## config.mk

```make
export PLATFORM = sky130hd
export DESIGN_NAME = ser_p2s
export DESIGN_NICKNAME = d
export VERILOG_FILES = /design/src/rtl/ser_p2s.sv
export SDC_FILE = /design/constraint.sdc
export NUM_CORES = 1
export LEC_CHECK = 0
export BUFFER_PORTS_ARGS = -buffer_cell sky130_fd_sc_hd__buf_4
export CAP_MARGIN = 15
export CORE_MARGIN = 10
export CORE_UTILIZATION = 52
export CTS_CLUSTER_SIZE = 16
export DETAILED_ROUTE_END_ITERATION = 8
export GPL_TIMING_DRIVEN = 0
export PLACE_DENSITY = 0.76
export SKIP_LAST_GASP = 1
export SYNTH_ARGS = -nofsm -noshare
export SYNTH_HDL_FRONTEND = slang
export SYNTH_SLANG_ARGS = --single-unit
```

## constraint.sdc

```tcl
create_clock -name clk -period 1.6 [get_ports clk]
set_input_delay 0.08 -clock clk [delete_from_list [all_inputs] [get_ports clk]]
set_output_delay 0.08 -clock clk [all_outputs]
set_load 0.05 [all_outputs]
```

## src/rtl/ser_p2s.sv

```systemverilog
`timescale 1ns/1ps
// ser_p2s: parallel-to-serial front end for the serial sequence detectors.
// A WIDTH-bit word is accepted over valid/ready and shifted out one bit per
// DIV clocks on sout. Back-to-back words stream without an idle gap.
// Optional build macro: SER_PARITY_EN appends one even-parity slot per word.
module ser_p2s #(
  parameter int WIDTH = 8,
  parameter int DIV   = 1
) (
  input  logic             clk,
  input  logic             rst,
  input  logic [WIDTH-1:0] din,
  input  logic             din_valid,
  output logic             din_ready,
  input  logic             msb_first,
  output logic             sout,
  output logic             sout_valid,
  output logic             busy
);

  localparam int BW = $clog2(WIDTH + 1);
  localparam int DW = (DIV > 1) ? $clog2(DIV) : 1;

  localparam logic [BW-1:0] LAST_BIT = BW'(WIDTH - 1);
  localparam logic [BW-1:0] BIT_ONE  = BW'(1);
  localparam logic [DW-1:0] LAST_DIV = DW'(DIV - 1);
  localparam logic [DW-1:0] DIV_ONE  = DW'(1);

`ifdef SER_PARITY_EN
  typedef enum logic [1:0] {IDLE, SHIFT, PAR} state_t;
`else
  typedef enum logic [1:0] {IDLE, SHIFT} state_t;
`endif

  state_t           r_state,      w_state_nxt;
  logic [WIDTH-1:0] r_shift,      w_shift_nxt;
  logic [BW-1:0]    r_bit_cnt,    w_bit_cnt_nxt;
  logic [DW-1:0]    r_div_cnt,    w_div_cnt_nxt;
  logic             r_sout,       w_sout_nxt;
  logic             r_sout_valid, w_sout_valid_nxt;
`ifdef SER_PARITY_EN
  logic             r_par,        w_par_nxt;
`endif

  logic [WIDTH-1:0] w_din_load;
  logic             w_div_wrap;
  logic             w_last_slot;
  logic             w_accept;

  // Word as it enters the shift register: the head (MSB position) always
  // holds the next bit to send, so LSB-first words are loaded reversed.
  // The bit order chosen at accept is thereby frozen for the whole frame.
  always_comb begin
    w_din_load = din;
    if (!msb_first) begin
      for (int i = 0; i < WIDTH; i++) begin
        w_din_load[i] = din[WIDTH-1-i];
      end
    end
  end

  assign w_div_wrap = (r_div_cnt == LAST_DIV);

  // The final clock of the final slot of a frame; only here can a new word
  // be taken while busy, which is what allows gapless streaming.
`ifdef SER_PARITY_EN
  assign w_last_slot = (r_state == PAR) && w_div_wrap;
`else
  assign w_last_slot = (r_state == SHIFT) && (r_bit_cnt == LAST_BIT) && w_div_wrap;
`endif

  assign din_ready = (r_state == IDLE) || w_last_slot;
  assign w_accept  = din_valid && din_ready;

  // Next-state and next-output decode for the frame sequencer.
  always_comb begin
    // NOTE: every signal assigned here gets a default first, so no path can
    // leave one unassigned and infer a latch.
    w_state_nxt      = r_state;
    w_shift_nxt      = r_shift;
    w_bit_cnt_nxt    = r_bit_cnt;
    w_div_cnt_nxt    = r_div_cnt;
    w_sout_nxt       = r_sout;
    w_sout_valid_nxt = r_sout_valid;
`ifdef SER_PARITY_EN
    w_par_nxt        = r_par;
`endif

    if (w_accept) begin
      w_state_nxt      = SHIFT;
      w_shift_nxt      = w_din_load;
      w_bit_cnt_nxt    = '0;
      w_div_cnt_nxt    = '0;
      w_sout_nxt       = w_din_load[WIDTH-1];
      w_sout_valid_nxt = 1'b1;
`ifdef SER_PARITY_EN
      w_par_nxt        = ^din;
`endif
    end else begin
      case (r_state)
        SHIFT: begin
          if (w_div_wrap) begin
            w_div_cnt_nxt = '0;
            w_shift_nxt   = {r_shift[WIDTH-2:0], 1'b0};
            if (r_bit_cnt == LAST_BIT) begin
              w_bit_cnt_nxt = '0;
`ifdef SER_PARITY_EN
              w_state_nxt   = PAR;
              w_sout_nxt    = r_par;
`else
              w_state_nxt      = IDLE;
              w_sout_nxt       = 1'b0;
              w_sout_valid_nxt = 1'b0;
`endif
            end else begin
              w_bit_cnt_nxt = r_bit_cnt + BIT_ONE;
              w_sout_nxt    = r_shift[WIDTH-2];
            end
          end else begin
            w_div_cnt_nxt = r_div_cnt + DIV_ONE;
          end
        end
`ifdef SER_PARITY_EN
        PAR: begin
          if (w_div_wrap) begin
            w_state_nxt      = IDLE;
            w_div_cnt_nxt    = '0;
            w_sout_nxt       = 1'b0;
            w_sout_valid_nxt = 1'b0;
          end else begin
            w_div_cnt_nxt = r_div_cnt + DIV_ONE;
          end
        end
`endif
        default: begin
          w_sout_nxt       = 1'b0;
          w_sout_valid_nxt = 1'b0;
        end
      endcase
    end
  end

  // State and datapath registers; reset abandons any frame in progress.
  always_ff @(posedge clk or posedge rst) begin
    if (rst) begin
      r_state      <= IDLE;
      r_shift      <= '0;
      r_bit_cnt    <= '0;
      r_div_cnt    <= '0;
      r_sout       <= 1'b0;
      r_sout_valid <= 1'b0;
`ifdef SER_PARITY_EN
      r_par        <= 1'b0;
`endif
    end else begin
      // NOTE: non-blocking assignments keep every register updating from
      // the pre-edge values, independent of statement order.
      r_state      <= w_state_nxt;
      r_shift      <= w_shift_nxt;
      r_bit_cnt    <= w_bit_cnt_nxt;
      r_div_cnt    <= w_div_cnt_nxt;
      r_sout       <= w_sout_nxt;
      r_sout_valid <= w_sout_valid_nxt;
`ifdef SER_PARITY_EN
      r_par        <= w_par_nxt;
`endif
    end
  end

  assign sout       = r_sout;
  assign sout_valid = r_sout_valid;
  assign busy       = (r_state != IDLE);

endmodule

```

==> summary.md <==
| Metric | Value |
|---|---|
| Avg WL per Cell | 16.2 um |
| Hold Worst Slack | 0.134 ns |
| Unrepaired setup endpoints after global routing | yes |
| Mux share of post-synthesis cell area | 0.166 |
| Routed vias | 583 |
| Critical path endpoint category | flop |
| CTS H-tree depth | 1 |
| Initial antenna violation count | 0 |
| Final hold violations | 0 |
| Worst Skew | 0.00179 ns |
| Sequential area share after synthesis | 0.447 |
| Global-route wire length before repair | 2640 um |
| Critical path launch point type | flop |
| Full die area | 3460 um2 |
| Library cells used by synthesis | 29 |
| Final worst path period share | 0.965 |
| Starting Density | 0.573 |
| Worst rel slew slack | 0.665 |
| CTS tree | yes |
| Clk root buf | clkbuf_4 |
| Worst-path clk slew | 0.07 ns |
| Pre-CTS setup slack | 0.168 ns |
| Io pins | 16 |
| Main combinational cell family by area after synthesis | compound AO/OA/AOI/OAI gates |
| HPWL after DPL | 1290 um |
| Cells on worst reg2reg path | 5 |
| Initial DRC count | 18 |
| Ys Warns | 0 |
| Antenna Nets Post-Route | 0 |
| Commonest cells after routing, fill and taps aside | buf_4 (16), dfrtp_1 (14), mux2i_1 (10) |
| R2R Path Start | r_bit_cnt[0] |
| Synth Area in XOR/XNOR | 0.0112 |
| Adder-cell share of the synthesized area | 0.0160 |
| Die width | 58.8 um |
| Worst-margin pin slew | 0.502 ns |
| Final max-slew violation count | 0 |
| Largest net degree at the start of global routing | 15 |
| Status | finished, final reports clean |
| Tmin final | 1.54 ns |
| Hold path depth | 3 |
| Worst Path Arrival | 1.71 ns |
| Vias in the first global route | 550 |
| Worst skew pair latency | 0.27 ns |
| CTS Buf Count | 3 |
| Buffers from clock root to sink, at most | 2 |
| Most common cell after layout, fill and taps aside | buf_4 |
| Synthesized area | 783 um2 |
| CP Class | reg2reg |
| Max-cap viol count | 0 |
| Worst EP required | 1.76 ns |
| Ant. Diodes | 0 |
| Compound-Gate Fraction of Synth Area | 0.193 |
| Area grow syn2layout | 21.4% |
| Setup-failing EPs final | 0 |
| Flop-to-flop setup slack | 0.06 ns |
| Reg2reg end | sout |
| Vias/cell | 5.72 |
| Leakage Power | 0.000451 uW |
| Synth Area per Inst | 11.5 um2 |
| Tot Pwr | 1610 uW |
| CP max FO | 4 |
| VDD IR-drop max | 1070 uV |
| Final WL | 1650 um |
| Min-delay src | din[7] |
| Share of layout cells above drive strength 1 | 0.368 |
| Num rows | 13 |
| Core area | 1370 um2 |
| Simple-gate share of the synthesized area | 0.136 |
| Port bufs | 14 |
| Global Route Usage Sum | 0.0993 |
| Layout net count | 102 |
| Die H | 58.8 um |
| Drt first pass iters | 4 |
| Post-Syn Instances | 68 |
| PwrDens | 1690 nW/um2 |
| Routability Congestion | 0.756 |
| Hold Crit Endpoint | r_shift[0] |
| Post-route DRC | 0 |
| Seq cells post-synth | 14 |
| PnR worst setup slack | 0.0556 ns |
| Worst min path class | in2reg |
| Clk sinks | 14 |
| Syn Nets | 81 |
| Top achievable clock speed | 0.647 GHz |
| Total gr overflow | 0 |
## registers in the layout (all words and copies together), names as in the netlist
signal / count
r_state: 1
sout: 1
r_bit_cnt: 4
sout_valid: 1
r_shift: 7
## critical path: stages (launching register included)
cell,delay [ns]
dfrtp_1,0.40
ha_1,0.26
nand2_2,0.09
o21ai_4,0.21
buf_4,0.18
mux2_4,0.30
## where the power goes
group / leakage, uW / switching [uW] / total, uW / internal (uW)
clock: 0.0000138 / 98.3 / 186 / 87.2
sequential: 0.000173 / 132 / 640 / 508
combinational: 0.000264 / 406 / 785 / 379
total: 0.000451 / 636 / 1610 / 974
## cell families (layout without fill, tap and decap cells)
group           after synthesis  count (layout)
simple gates                 17              17
buf+inv                       4              23
mux                          12              12
flops                        14              14
xor+xnor                      1               1
fa+ha+maj                     1               1
compound gates               19              19
## per-layer routing
| layer | vias to the layer above | global-route usage | share of wire |
|---|---|---|---|
| li1 | 296 | - | - |
| met1 | 278 | 0.118 | 0.45 |
| met2 | 9 | 0.153 | 0.50 |
| met3 | 0 | 0.0494 | 0.050 |
| met4 | 0 | 0.0295 | 0 |
| met5 | - | 0 | 0 |
## metrics by stage
stage / cell area, um2 / TNS, ns / util / cells
after floorplan: 783 / 0 / - / 68
after detailed placement: 907 / 0 / 0.664 / 97
after global placement: 907 / 0 / 0.664 / 97
after CTS: 943 / 0 / 0.690 / 101
final: 951 / 0 / 0.696 / 102
after global routing: 951 / -0.0296 / 0.696 / 102
## cell type report
cell class | count | area [um2]
Fill cell | 100 | 415
Multi-Input combinational cell | 50 | 409
Sequential cell | 14 | 350
Timing Repair Buffer | 16 | 126
Clock buffer | 3 | 22.5
Buffer | 3 | 20.0
Tap cell | 15 | 18.8
Inverter | 1 | 3.75
## synthesized netlist by cell type
cell	count	area share
dfrtp_1	14	0.45
mux2i_1	10	0.13
o21ai_0	7	0.045
o221a_2	4	0.058
a211o_1	2	0.022
buf_4	2	0.019
mux2_4	2	0.038
nand2_1	2	0.0096
nand2_2	2	0.016
nand3_1	2	0.013
nor2_1	2	0.0096
nor2b_1	2	0.016
a31oi_1	1	0.0080
and4b_4	1	0.018
buf_2	1	0.0064
ha_1	1	0.016
inv_1	1	0.0048
nand2b_1	1	0.0080
nand4b_1	1	0.011
nor3b_1	1	0.0096
o211a_1	1	0.013
o211ai_1	1	0.0096
o21ai_4	1	0.021
o22ai_1	1	0.0080
o31ai_1	1	0.0096
or2_2	1	0.0080
or2b_1	1	0.0096
or3_1	1	0.0080
xor2_1	1	0.011
## worst max path at each step
| stage | slack, ns | cells past startpoint | end | from |
|---|---|---|---|---|
| global placement | 0.17 | 4 | sout_valid | r_bit_cnt[0] |
| global route | -0.02 | 5 | sout | r_bit_cnt[0] |
| finish | 0.06 | 5 | sout | r_bit_cnt[0] |
| detailed placement | 0.17 | 4 | sout | r_bit_cnt[0] |
| CTS | 0.01 | 4 | din_ready | r_bit_cnt[0] |
| floorplan | 0.05 | 4 | sout | r_bit_cnt[0] |
## repair_timing
action                                 CTS  global route
endpoints found under the hold margin   14             0
setup endpoints to repair                1             1
buffers inserted                         0             1
hold buffers                             1             0
gates resized for setup                  1             0
pin swaps                                0             1
No activity file was read; power rests on OpenSTA's default activity.
